<file path="config.mk">
export PLATFORM = sky130hd
export DESIGN_NAME = rule_scan_sequencer
export DESIGN_NICKNAME = d
export VERILOG_FILES = /design/src/rtl/rule_scan_sequencer.sv
export SDC_FILE = /design/constraint.sdc
export NUM_CORES = 1
export LEC_CHECK = 0
export CAP_MARGIN = 10
export CORE_MARGIN = 1
export CORE_UTILIZATION = 43
export CTS_CLUSTER_DIAMETER = 200
export CTS_CLUSTER_SIZE = 24
export DETAILED_ROUTE_END_ITERATION = 16
export GPL_TIMING_DRIVEN = 0
export PLACE_DENSITY = 0.75
export SLEW_MARGIN = 20
export SYNTH_ARGS = -nofsm -noshare
export SYNTH_HDL_FRONTEND = slang
export SYNTH_SLANG_ARGS = --single-unit
</file>
<file path="constraint.sdc">
create_clock -name clk -period 5.4 [get_ports clk]
set_input_delay 1.08 -clock clk [delete_from_list [all_inputs] [get_ports clk]]
set_output_delay 1.08 -clock clk [all_outputs]
set_load 0.02 [all_outputs]
</file>
<file path="src/rtl/rule_scan_sequencer.sv">
// Rule index sequencer: walks rule slots 0..NUM_RULES-1, skips masked rules, and
// holds each enabled index on w until the evaluator acks or the wait times out.
module rule_scan_sequencer #(
  parameter int NUM_RULES = 8,
  parameter int TIMEOUT   = 15
) (
  input  logic       clk,
  input  logic       rst,
  input  logic       start,
  input  logic [7:0] rule_mask,
  input  logic       ack,
  output logic [2:0] w,
  output logic       valid,
  output logic       busy,
  output logic       done,
  output logic       err,
  output logic [3:0] count
);

  typedef enum logic [1:0] {IDLE, FIND, ISSUE, DONE} state_t;

  localparam logic [2:0] LAST_IDX  = 3'(NUM_RULES - 1);
  localparam logic [7:0] LAST_WAIT = 8'(TIMEOUT - 1);

  state_t     state, state_n;
  logic [7:0] mask_r, mask_n;
  logic [2:0] idx, idx_n;
  logic [7:0] wait_cnt, wait_n;
  logic [2:0] w_n;
  logic       valid_n, busy_n, done_n, err_n;
  logic [3:0] count_n;

  always_ff @(posedge clk or posedge rst) begin
    if (rst) begin
      state    <= IDLE;
      mask_r   <= '0;
      idx      <= '0;
      wait_cnt <= '0;
      w        <= '0;
      valid    <= 1'b0;
      busy     <= 1'b0;
      done     <= 1'b0;
      err      <= 1'b0;
      count    <= '0;
    end else begin
      state    <= state_n;
      mask_r   <= mask_n;
      idx      <= idx_n;
      wait_cnt <= wait_n;
      w        <= w_n;
      valid    <= valid_n;
      busy     <= busy_n;
      done     <= done_n;
      err      <= err_n;
      count    <= count_n;
    end
  end

  // Every output is computed one cycle ahead so the registered copy lines up with the state.
  always_comb begin
    state_n = state;
    mask_n  = mask_r;
    idx_n   = idx;
    wait_n  = wait_cnt;
    w_n     = w;
    valid_n = 1'b0;
    err_n   = err;
    count_n = count;
    case (state)
      IDLE: begin
        if (start) begin
          mask_n  = rule_mask;
          idx_n   = '0;
          count_n = '0;
          err_n   = 1'b0;
          state_n = FIND;
        end
      end
      FIND: begin
        if (mask_r[idx]) begin
          state_n = ISSUE;
          w_n     = idx;
          valid_n = 1'b1;
          wait_n  = '0;
        end else if (idx == LAST_IDX) begin
          state_n = DONE;
        end else begin
          idx_n = idx + 3'd1;
        end
      end
      ISSUE: begin
        // ack takes priority over an expiring wait on the same edge.
        if (ack || wait_cnt == LAST_WAIT) begin
          if (ack) count_n = count + 4'd1;
          else     err_n   = 1'b1;
          if (idx == LAST_IDX) begin
            state_n = DONE;
          end else begin
            idx_n   = idx + 3'd1;
            state_n = FIND;
          end
        end else begin
          valid_n = 1'b1;
          wait_n  = wait_cnt + 8'd1;
        end
      end
      DONE:    state_n = IDLE;
      default: state_n = IDLE;
    endcase
    done_n = (state_n == DONE);
    busy_n = (state_n != IDLE);
  end

endmodule

</file>
==> run summary <==
Status: complete, no violations
Rel. slew slack: 0.560
Finished Cell Area: 2070 sq um
Die width: 65.0 um
FFs w/ async S/R, synth: 1.00
Crit-path cells: clkdlybuf4s50_1 > nand2b_1 > clkbuf_1 > nand4_2 > mux2_4
CTS Buffer Depth: 2
Post-synthesis xor/xnor area fraction: 0.0308
Drt initial violations: 94
CTS Hold Bufs: 0
WS Path Type: in2reg
Max VDD drop: 236 uV
Drt wl/cell: 13.2 um
Avg Cell Area, Syn: 10.3 sq um
Fin Setup TNS: 0 ns
Multiplexer share of the synthesized area: 0.109
PwrDens: 503 nW/um^2
Die height: 65.0 um
H-tree Lvls: 2
Slowest stage delay, CP: 0.52 ns
Rows: 22
RR Endpoint: idx[0]
DR vias/cell: 5.28
Root buffer cell: clkbuf_8
Commonest non-fill, non-tap cells in the layout: 32 x dfrtp_1, 21 x clkdlybuf4s50_1, 16 x nand2_1
Adder-cell share of the synthesized area: 0.0661
CTS resizes: 0
Flop-to-flop setup slack: 3.25 ns
Leakage: 0.918 nW
Tightest Pin Transition: 0.659 ns
Main combinational cell family by area after synthesis: simple AND/OR/NAND/NOR gates
RSZ-0062 raised after global routing: no
Net count, final: 214
Initial Utilization: 0.455
Synthesized netlist cell count: 165
Worst hold stages: 2
Final period util: 0.465
First-pass GRT wire length: 5470 um
Clk sink count: 32
CP Max Fanout: 10
Clk_skew: 0.00463 ns
Vias in the first global route: 1223
Commonest non-fill, non-tap cell in the layout: dfrtp_1
GPL Wtd Cong: 0.831
Post-route ant nets: 0
Grt total ovfl: 0
Hold EP: w[2]
Fmax: 399 MHz
Final core occ: 0.553
Clock Latency Late Sink: 0.29 ns
CP max stage cell: clkdlybuf4s50_1
Share of cells above drive strength 1: 0.124
WP data arrival: 2.68 ns
Worst setup SP type: input port
Power Total: 1.04 mW
Worst hold start: w[2]
DP Area: 1970 sq um
Post-synthesis cell type count: 38
Critical path's top delay family: buffers and inverters
EDFF count, synth: 0
Worst Setup End Kind: register
Largest net degree at the start of global routing: 33
Max_cap viols: 0
Synth Cell Area: 1700 sq um
Top FF cell, synth: dfrtp_1
Hold crit path type: reg2reg
Synth Area in Simple Gates: 0.184
Count of final setup violators: 0
Post-CTS Setup Repair Bufs: 0
Via count: 1272
Worst-path clk slew: 0.07 ns
DRC Markers: 0
Max-slew violations: 0
Boundary Pins: 23
Fin crit period: 2.51 ns
Seq cells post-synth: 32
Initial antenna violation count: 0
DP Wirelength: 2240 um
Critical R2R Launch: wait_cnt[0]
Hold Fails Final Rpt: 0
Post-synthesis compound-gate area fraction: 0.105
Synth Net Count: 186
CTS tree: done
Reg2reg path depth: 6
Detailed Route WL: 3170 um
CP Buf/Inv Count: 2
Core Region: 3740 sq um
Diodes inserted: 0
Required time worst endpoint: 5.58 ns
Overall routing resource usage: 0.175
Die ar.: 4220 sq um
IO Port Bufs: 21
Num CTS Buffers: 5
DRT Pass-1 Iters: 4
Sequential element share of the synthesized area: 0.470
Syn-to-layout area delta: 21.5%
Yosys warning count: 0
==> metrics by stage <==
step           cells  setup WS, ns  hold WS (ns)
2_1_floorplan    165          3.12         0.479
3_3_place_gp     234          2.65         0.468
3_5_place_dp     234          2.64         0.484
4_1_cts          241          2.93         0.501
5_1_grt          241          2.84         0.526
6_report         241          2.89         0.488
==> worst max path at each step <==
| stage | start | to | cells after the start |
|---|---|---|---|
| finish | start | idx[0] | 5 |
| CTS | start | idx[0] | 5 |
| floorplan | ack | done | 6 |
| global route | start | idx[0] | 5 |
| detailed placement | start | idx[0] | 5 |
| global placement | start | idx[0] | 5 |
==> logic make-up (layout without fill, tap and decap cells) <==
logic type,after synthesis,after routing
AOI/OAI and AO/OA,24,24
xor gates and xnor gates,6,6
DFF,32,32
adders and majority gates,9,9
muxes,17,17
buffers and inverters,15,43
and+or+nand+nor,62,62
==> flip-flops by register name, summed over array words and instances, names as in the netlist <==
signal	cells
done	1
idx	3
mask_r	8
err	1
valid	1
count	4
busy	1
state	2
w	3
wait_cnt	8
==> layout make-up <==
cell class / instances / area [sq um]
Buffer: 5 / 21.3
Timing Repair Buffer: 21 / 210
Inverter: 10 / 37.5
Sequential cell: 32 / 801
Clock buffer: 7 / 96.3
Multi-Input combinational cell: 118 / 845
Fill cell: 359 / 1670
Tap cell: 48 / 60.1
==> routing by layer <==
| metal | vias up | track usage | share of wire |
|---|---|---|---|
| met5 | - | 0 | 0 |
| met4 | 0 | 0.0806 | 0.020 |
| met3 | 9 | 0.0581 | 0.038 |
| met1 | 604 | 0.226 | 0.51 |
| li1 | 629 | - | - |
| met2 | 30 | 0.262 | 0.43 |
==> tightest hold or removal path, stage by stage (launching register included) <==
cell     delay (ns)
dfrtp_1        0.34
nand2_1        0.05
o21ai_1        0.06
==> Yosys cell counts (all sizes together), types with 3 or more instances <==
cell type / n / area [sq um]
mux2i: 7 / 70.1
nand4: 3 / 25.0
nor2: 14 / 52.6
a22o: 3 / 26.3
nand3: 13 / 65.1
xor2: 6 / 52.6
mux2: 10 / 116
ha: 9 / 113
dfrtp: 32 / 801
inv: 10 / 37.5
nand2b: 4 / 25.0
clkbuf: 3 / 11.3
nand2: 17 / 66.3
o21ai: 11 / 55.1
==> report_power, final <==
group,leakage (nW),switching (mW),internal (mW)
registers,0.420,0.0472,0.313
logic,0.448,0.269,0.215
clock network,0.0503,0.0854,0.113
(Power assumes the default switching activity.)
